### config.mk
export PLATFORM = sky130hd
export DESIGN_NAME = systolic_stream_driver
export DESIGN_NICKNAME = d
export VERILOG_FILES = /design/src/rtl/systolic_stream_driver_pkg.sv /design/src/rtl/stream_out_reg.sv /design/src/rtl/systolic_stream_driver.sv
export SDC_FILE = /design/constraint.sdc
export NUM_CORES = 1
export LEC_CHECK = 0
export ABC_AREA = 1
export CAP_MARGIN = 20
export CORE_AREA = 2 2 76 78
export DETAILED_ROUTE_END_ITERATION = 8
export DIE_AREA = 0 0 78 80
export GPL_ROUTABILITY_DRIVEN = 0
export PLACE_DENSITY = 0.78
export RECOVER_POWER = 25
export SYNTH_ARGS = -nofsm -noshare
export SYNTH_HDL_FRONTEND = slang
export SYNTH_SLANG_ARGS = --single-unit
export TNS_END_PERCENT = 30
### constraint.sdc
create_clock -name clk -period 2.06 [get_ports clk]
set_clock_uncertainty 0.05 [all_clocks]
set_input_delay 0.618 -clock clk [delete_from_list [all_inputs] [get_ports clk]]
set_output_delay 0.618 -clock clk [all_outputs]
set_load 0.01 [all_outputs]
### src/rtl/systolic_stream_driver_pkg.sv
// systolic_stream_driver_pkg: shared states, command codes, bank ids and packet field offsets
package systolic_stream_driver_pkg;
  typedef enum logic [1:0] {STATE_IDLE, STATE_LOAD, STATE_RUN, STATE_DRAIN} state_e;
  localparam logic [2:0] CMD_LOAD = 3'b100;
  localparam int CMD_LAST = 1;
  localparam logic [2:0] CMD_RUN = 3'b001;
  localparam logic [1:0] BANK_A_DIRECT = 2'd0;
  localparam logic [1:0] BANK_A_LAT = 2'd1;
  localparam logic [1:0] BANK_B_DIRECT = 2'd2;
  localparam logic [1:0] BANK_B_LAT = 2'd3;
  localparam int CMD_W = 3;
  localparam int SEL_W = 4;
  localparam int SEL_LSB = 3;
  localparam int DATA_LSB = 7;
  function automatic logic [SEL_W-1:0] bank_sel(input logic [1:0] bank);
    return 4'b0001 << bank;
  endfunction
endpackage

### src/rtl/stream_out_reg.sv
// stream_out_reg: single-entry val/rdy pipeline register; accepts a new entry whenever the slot drains
module stream_out_reg #(
  parameter int WIDTH = 23
) (
  input  logic             clk,
  input  logic             reset,
  input  logic             in_val,
  output logic             in_rdy,
  input  logic [WIDTH-1:0] in_msg,
  output logic             out_val,
  input  logic             out_rdy,
  output logic [WIDTH-1:0] out_msg
);
  logic             val_q, val_d;
  logic [WIDTH-1:0] msg_q, msg_d;
  always_comb begin
    in_rdy = !val_q || out_rdy;
    val_d = (in_val && in_rdy) || (val_q && !out_rdy);
    msg_d = (in_val && in_rdy) ? in_msg : msg_q;
  end
  always_ff @(posedge clk or posedge reset) begin
    if (reset) begin
      val_q <= 1'b0;
      msg_q <= '0;
    end else begin
      val_q <= val_d;
      msg_q <= msg_d;
    end
  end
  assign out_val = val_q;
  assign out_msg = msg_q;
endmodule

### src/rtl/systolic_stream_driver.sv
// systolic_stream_driver: sequences one accelerator job IDLE->LOAD->RUN->DRAIN over val/rdy streams
module systolic_stream_driver
  import systolic_stream_driver_pkg::*;
#(
  parameter int INT_WIDTH    = 8,
  parameter int FRAC_WIDTH   = 8,
  parameter int RESULT_PAIRS = 8,
  localparam int W = INT_WIDTH + FRAC_WIDTH
) (
  input  logic           clk,
  input  logic           reset,
  input  logic           go_val,
  output logic           go_rdy,
  input  logic           op_val,
  output logic           op_rdy,
  input  logic [W+2:0]   op_msg,
  output logic           acc_send_val,
  input  logic           acc_send_rdy,
  output logic [W+6:0]   acc_send_msg,
  input  logic           acc_recv_val,
  output logic           acc_recv_rdy,
  input  logic [2*W-1:0] acc_recv_msg,
  output logic           res_val,
  input  logic           res_rdy,
  output logic [2*W-1:0] res_msg,
  output logic           busy,
  output logic           done
);
  localparam int CW = $clog2(RESULT_PAIRS + 1);
  state_e          state_q, state_d;
  logic [CW-1:0]   count_q, count_d;
  logic            done_q, done_d;
  logic            slot_free, pkt_val;
  logic [W+6:0]    pkt_msg;
  logic [W-1:0]    op_data;
  logic [1:0]      op_bank;
  logic            op_last;
  assign op_data = op_msg[W+2:3];
  assign op_bank = op_msg[2:1];
  assign op_last = op_msg[0];
  stream_out_reg #(.WIDTH(W + 7)) u_out (
    .clk     (clk),
    .reset   (reset),
    .in_val  (pkt_val),
    .in_rdy  (slot_free),
    .in_msg  (pkt_msg),
    .out_val (acc_send_val),
    .out_rdy (acc_send_rdy),
    .out_msg (acc_send_msg)
  );
  always_comb begin
    state_d = state_q;
    count_d = count_q;
    done_d = 1'b0;
    pkt_val = 1'b0;
    pkt_msg = '0;
    go_rdy = state_q == STATE_IDLE;
    busy = state_q != STATE_IDLE;
    op_rdy = state_q == STATE_LOAD && slot_free;
    // Drain is a zero-latency pass-through: the host's ready is the accelerator's ready
    res_val = state_q == STATE_DRAIN && acc_recv_val;
    acc_recv_rdy = state_q == STATE_DRAIN && res_rdy;
    res_msg = acc_recv_msg;
    case (state_q)
      STATE_IDLE: state_d = go_val ? STATE_LOAD : STATE_IDLE;
      STATE_LOAD: if (op_val && slot_free) begin
        pkt_val = 1'b1;
        pkt_msg[DATA_LSB +: W] = op_data;
        pkt_msg[SEL_LSB +: SEL_W] = bank_sel(op_bank);
        pkt_msg[CMD_W-1:0] = CMD_LOAD | (3'(op_last) << CMD_LAST);
        state_d = op_last ? STATE_RUN : STATE_LOAD;
      end
      STATE_RUN: if (slot_free) begin
        pkt_val = 1'b1;
        pkt_msg[CMD_W-1:0] = CMD_RUN;
        count_d = CW'(RESULT_PAIRS);
        state_d = STATE_DRAIN;
      end
      STATE_DRAIN: if (acc_recv_val && res_rdy) begin
        count_d = count_q - CW'(1);
        done_d = count_q == CW'(1);
        state_d = count_q == CW'(1) ? STATE_IDLE : STATE_DRAIN;
      end
      default: state_d = STATE_IDLE;
    endcase
  end
  always_ff @(posedge clk or posedge reset) begin
    if (reset) begin
      state_q <= STATE_IDLE;
      count_q <= '0;
      done_q <= 1'b0;
    end else begin
      state_q <= state_d;
      count_q <= count_d;
      done_q <= done_d;
    end
  end
  assign done = done_q;
endmodule

==> impl_metrics.env, run 1 <==
export IMPL_startpoint_type="input port"
export IMPL_finalHoldViolations=0
export IMPL_clk_insertion_delay_late_ns=0.27
export IMPL_coreArea_um2=5405
export IMPL_drv_slew=0
export IMPL_synth_yosys_seq_area_share_pct=40.00
export IMPL_power_density_nw_per_um2=1133
export IMPL_reg2regPathDepth=7
export IMPL_syn_cell_area_um2=1939
export IMPL_cp_end_kind="output pin"
export IMPL_status="finished clean"
export IMPL_yosys_warnings=0
export IMPL_slew_headroom_pct=48.70
export IMPL_clockBufferDepth=2
export IMPL_yosys_register_bits=31
export IMPL_rsz0062_at_grt="no"
export IMPL_die_w_um=78
export IMPL_grt_max_degree=32
export IMPL_rows=27
export IMPL_max_stage_delay_ns=0.48
export IMPL_hp_class="flip-flop to flip-flop"
export IMPL_path_cells="clkdlybuf4s50_1, nand2_1, inv_1, buf_2"
export IMPL_drt_pass1_iter_count=5
export IMPL_wl_um=4211
export IMPL_ir_drop_uv=384.0
export IMPL_viasPerCell=4.514
export IMPL_grt_overflow=0
export IMPL_syn_area_per_cell_um2=7.488
export IMPL_ys_types=20
export IMPL_cts_tree="done"
export IMPL_fin_nets=357
export IMPL_timing_final_ws_setup_ns=0.07726
export IMPL_port_buffers=55
export IMPL_die_area_um2=6240
export IMPL_ios=120
export IMPL_yosys_area_top_type="dfrtp_1"
export IMPL_p_leak_uw=0.001348
export IMPL_setup_viol=0
export IMPL_holdWs_ns=0.4510
export IMPL_cp_endpoint="acc_recv_rdy"
export IMPL_initialDrtViolationCount=140
export IMPL_reg2reg_to="count_q[0]$_DFFE_PP0P_"
export IMPL_ant_nets=0
export IMPL_worst_pin_slew_ns=0.7695
export IMPL_syn_to_final_growth_pct=28.06
export IMPL_clk_pin_slew_ns=0.06
export IMPL_synth_area_leaders="dfrtp_1 40%, nand2_1 13%, buf_4 12%"
export IMPL_critical_path_top_delay_family="buffers and inverters"
export IMPL_crit_start="res_rdy"
export IMPL_netlist_instances=259
export IMPL_cts_buffers=5
export IMPL_chipHeight_um=80
export IMPL_place_ws_ns=-0.3875
export IMPL_first_global_vias=1678
export IMPL_crit_slowest_cell="clkdlybuf4s50_1"
export IMPL_synthTopCellsByCount="68 x nand2_1, 37 x inv_1, 32 x buf_4"
export IMPL_fin_crit_ns=1.983
export IMPL_layout_drive_gt1_share_pct=9.932
export IMPL_crit_required_ns=1.39
export IMPL_fmax_mhz=504.4
export IMPL_placedCellCount=356
export IMPL_finalCritPeriodShare_pct=96.25
export IMPL_max_cap_viol_count=0
export IMPL_antenna_cells=0
export IMPL_fin_tns_setup_ns=0
export IMPL_cts_sinks=31
export IMPL_vias=1643
export IMPL_fin_cells=364
export IMPL_route_detailed_drc=0
export IMPL_grt_pass1_wl_um=7258
export IMPL_start_util_pct=35.88
export IMPL_crit_cells=4
export IMPL_antenna_found_initial=0
export IMPL_hold_buffers=0
export IMPL_ctsHtreeMaxLevel=2
export IMPL_synth_flop_cell="dfrtp_1"
export IMPL_arrival_ns=1.31
export IMPL_ff2ff_setup_slack_ns=0.38
export IMPL_syn_nets=324
export IMPL_criticalPathCategory="input port to output pin"
export IMPL_synth_edf_count=0
export IMPL_routedWlPerCell_um=11.57
export IMPL_r2r_start="state_q[0]$_DFFE_PP0P_"
export IMPL_dpl_hpwl_um=2988
export IMPL_root_buffer="clkbuf_8"
export IMPL_post_synth_top_count_cell="nand2_1"
export IMPL_synth_top_area_share_pct=40.00
export IMPL_critPathBufInv=3
export IMPL_ys_async_sr_fraction_pct=100.0
export IMPL_grt_usage_pct=14.87
export IMPL_crit_fanout=2
worst reg2reg max path, cell delays in order, from the launching register on:
cell and delay, ns:
dfrtp_1 0.39, buf_4 0.15, ha_1 0.23, buf_4 0.16, nand2_1 0.06, nand2_1 0.09
nor2_1 0.30, o21ai_0 0.13
kinds of logic after synthesis:
| kind of cell | synth area share, % |
|---|---|
| AND/OR/NAND/NOR | 31.23 |
| buffers and inverters | 22.52 |
| flip-flops | 40.00 |
| adder cells (fa/ha/maj) | 4.516 |
| AO/OA/AOI/OAI | 1.290 |
| XOR/XNOR | 0.4517 |
cells in the final DEF (no fill, tap or decap), types with 4 or more instances in the layout:
cell type	n
nor3_1	4
ha_1	7
dfrtp_1	31
clkdlybuf4s50_1	48
clkbuf_8	6
nor2_1	26
nand3_1	31
inv_1	37
o21ai_0	4
nand2_1	68
buf_12	4
buf_4	5
report_power, final:
| part | internal [µW] | total, µW | leakage, µW | switching [µW] |
|---|---|---|---|---|
| sequential | 800 | 918 | 0.000416 | 119 |
| clock | 262 | 480 | 0.0000470 | 219 |
| combinational | 686 | 1410 | 0.000885 | 728 |
metrics by stage:
step	instance area [µm²]	power, µW	util (%)
2_1_floorplan	1939	1777	-
3_3_place_gp	2404	2323	44.47
3_5_place_dp	2404	2366	44.47
4_1_cts	2484	2840	45.95
5_1_grt	2484	3048	45.95
6_report	2484	2813	45.95
repair_timing:
action                                  4_1_cts  5_1_grt
endpoints found under the setup margin        5        1
pin swaps                                     1        0
buffers inserted                              1        0
resized for setup                            15        1
worst min-delay path by stage:
stage	startpoint	end	slack (ns)	depth (start not counted)
2_1_floorplan	state_q[1]$_DFFE_PP0P_	state_q[1]$_DFFE_PP0P_	0.45	2
3_3_place_gp	u_out.out_msg[0]$_DFFE_PP0P_	u_out.out_msg[0]$_DFFE_PP0P_	0.43	2
3_5_place_dp	u_out.out_msg[0]$_DFFE_PP0P_	u_out.out_msg[0]$_DFFE_PP0P_	0.44	2
4_1_cts	u_out.out_msg[0]$_DFFE_PP0P_	u_out.out_msg[0]$_DFFE_PP0P_	0.46	2
5_1_grt	u_out.out_msg[2]$_DFFE_PP0P_	u_out.out_msg[2]$_DFFE_PP0P_	0.48	2
6_report	u_out.out_msg[0]$_DFFE_PP0P_	u_out.out_msg[0]$_DFFE_PP0P_	0.45	2
routing by layer:
metal / part of all wire (%) / track usage [%] / routed length, µm
met5: 0 / 0 / 0
met4: 3.1 / 9.649 / 129
met3: 6.0 / 4.525 / 251
met2: 46 / 23.19 / 1919
met1: 45 / 17.76 / 1911
flip-flops by register name (all words and copies together), names as in the netlist:
signal	flops
u_out.out_msg	23
state_q	2
count_q	4
done	1
u_out.out_val	1
final cells by class:
cell class	count	area, µm²
clock buffers	6	82.58
clock inverters	1	5.005
fillers	551	2922
inverters	38	142.6
multi-input cells	151	729.5
flip-flops and latches	31	775.7
well taps	72	90.09
repair buffers	65	658.1
(Power assumes the default switching activity.)
==> inputs of run 2 (changes only) <==
--- a/config.mk
+++ b/config.mk
@@ -6,6 +6,7 @@
 export NUM_CORES = 1
 export LEC_CHECK = 0
 export ABC_AREA = 1
+export ABC_CLOCK_PERIOD_IN_PS = 2060
 export CAP_MARGIN = 20
 export CORE_AREA = 2 2 76 78
 export DETAILED_ROUTE_END_ITERATION = 8
@@ -13,6 +14,7 @@
 export GPL_ROUTABILITY_DRIVEN = 0
 export PLACE_DENSITY = 0.78
 export RECOVER_POWER = 25
+export SKIP_CTS_REPAIR_TIMING = 1
 export SYNTH_ARGS = -nofsm -noshare
 export SYNTH_HDL_FRONTEND = slang
 export SYNTH_SLANG_ARGS = --single-unit
==> run 2 against run 1 <==
Effect of this change: design area grew 0.30%; clock-buffer cell count is the same; sequential share of layout area shrank 0.094 points; combinational power is essentially flat; flip-flop and latch count is the same; die area is the same.
==> impl_metrics.env, run 2 (same netlist as run 1, synthesis figures left out) <==
export IMPL_routedWlPerCell_um=11.53
export IMPL_max_cap_viol_count=0
export IMPL_mostFrequentLayoutCells="68 x nand2_1, 48 x clkdlybuf4s50_1, 36 x inv_1"
export IMPL_crit_slowest_cell="clkdlybuf4s50_1"
export IMPL_path_cells="clkdlybuf4s50_1, nand2_1, inv_1, dlymetal6s2s_1"
export IMPL_ir_drop_uv=369.3
export IMPL_finalCritPeriodShare_pct=97.57
export IMPL_placedCellCount=356
export IMPL_grt_pass1_wl_um=7224
export IMPL_vias=1629
export IMPL_crit_fanout=2
export IMPL_coreArea_um2=5405
export IMPL_cts_buffers=5
export IMPL_port_buffers=55
export IMPL_fin_cells=363
export IMPL_largest_reg_flops=23
export IMPL_antenna_cells=0
export IMPL_startpoint_type="input port"
export IMPL_setup_viol=0
export IMPL_arrival_ns=1.34
export IMPL_drv_slew=0
export IMPL_r2r_start="state_q[1]$_DFFE_PP0P_"
export IMPL_clockBufferDepth=2
export IMPL_hp_start="u_out.out_msg[0]$_DFFE_PP0P_"
export IMPL_status="finished clean"
export IMPL_p_leak_uw=0.001373
export IMPL_slew_headroom_pct=48.42
export IMPL_criticalPathCategory="input port to output pin"
export IMPL_hp_class="flip-flop to flip-flop"
export IMPL_drt_pass1_iter_count=5
export IMPL_crit_start="res_rdy"
export IMPL_layout_cells_most_common="nand2_1"
export IMPL_die_area_um2=6240
export IMPL_ios=120
export IMPL_antenna_found_initial=0
export IMPL_cp_end_kind="output pin"
export IMPL_critPathBufInv=3
export IMPL_first_global_vias=1664
export IMPL_fin_crit_ns=2.010
export IMPL_fin_nets=356
export IMPL_die_w_um=78
export IMPL_fmax_mhz=497.5
export IMPL_grt_usage_pct=14.79
export IMPL_power_density_nw_per_um2=1127
export IMPL_route_detailed_drc=0
export IMPL_ctsHtreeMaxLevel=2
export IMPL_syn_to_final_growth_pct=28.45
export IMPL_dpl_hpwl_um=2988
export IMPL_ant_nets=0
export IMPL_fin_area_um2=2491
export IMPL_clk_pin_slew_ns=0.06
export IMPL_max_stage_delay_ns=0.48
export IMPL_finalHoldViolations=0
export IMPL_root_buffer="clkbuf_8"
export IMPL_viasPerCell=4.488
export IMPL_worst_pin_slew_ns=0.7736
export IMPL_clk_insertion_delay_late_ns=0.27
export IMPL_cts_sinks=31
export IMPL_layout_drive_gt1_share_pct=9.622
export IMPL_wl_um=4185
export IMPL_holdWs_ns=0.4510
export IMPL_grt_overflow=0
export IMPL_chipHeight_um=80
export IMPL_rows=27
export IMPL_cts_tree="done"
export IMPL_crit_required_ns=1.39
export IMPL_dpl_cell_area_um2=2404
export IMPL_grt_max_degree=32
export IMPL_fillers=553
export IMPL_initialDrtViolationCount=122
export IMPL_critical_path_top_delay_family="buffers and inverters"
export IMPL_rsz0062_at_grt="no"
export IMPL_start_util_pct=35.88
run 2: cell types whose count changed in the layout (fill, tap and decap cells not counted), sizes merged:
cell | previous run | this run
buf | 12 | 9
dlymetal6s2s | 1 | 4
dlygate4sd2 | 2 | 0
clkbuf | 7 | 8
run 2: tightest hold or removal path: stages (launching register included):
cell and delay [ns]:
dfrtp_1 0.34, nand3_1 0.07, nand2_1 0.06
run 2: worst paths after layout:
check	to	cells past startpoint	slack, ns
setup reg to reg	count_q[0]$_DFFE_PP0P_	7	0.43
setup / recovery	acc_recv_rdy	4	0.05
hold reg to reg	u_out.out_msg[0]$_DFFE_PP0P_	2	0.45
min in group asynchronous	u_out.out_msg[2]$_DFFE_PP0P_	3	0.95
max in group asynchronous	state_q[0]$_DFFE_PP0P_	3	0.52
hold / removal	u_out.out_msg[0]$_DFFE_PP0P_	2	0.45
run 2: layout make-up:
class / instances / area, µm² / share of cell area (%)
inverters: 38 / 142.6 / 5.726
clock buffers: 6 / 82.58 / 3.315
well taps: 72 / 90.09 / 3.616
flip-flops and latches: 31 / 775.7 / 31.14
repair buffers: 64 / 665.6 / 26.72
multi-input cells: 151 / 729.5 / 29.28
clock inverters: 1 / 5.005 / 0.2009
run 2: routing by layer:
metal | share of wire (%) | global-route usage, % | routed length, µm | vias to the layer above
met3 | 5.9 | 4.412 | 247 | 19
met5 | 0 | 0 | 0 | -
met2 | 45 | 22.93 | 1882 | 53
met1 | 46 | 17.91 | 1942 | 746
met4 | 2.7 | 9.474 | 112 | 0
li1 | - | - | - | 811
run 2: metrics by stage:
| step | util (%) | setup TNS, ns | setup WS (ns) | power (µW) |
|---|---|---|---|---|
| CTS | 46.09 | -1.380 | -0.3887 | 2855 |
| global placement | 44.47 | -1.003 | -0.3698 | 2323 |
| floorplan | - | 0 | 0.4508 | 1777 |
| global route | 46.09 | 0 | 0.01039 | 3045 |
| detailed placement | 44.47 | -1.049 | -0.3875 | 2366 |
| finish | 46.09 | 0 | 0.05003 | 2807 |
run 2: power breakdown:
group          total, µW  leakage, µW  internal [µW]  switching, µW
Sequential           924     0.000416            800            125
Combinational       1400     0.000910            685            718
Clock                480    0.0000470            262            218
Total               2810      0.00137           1750           1060
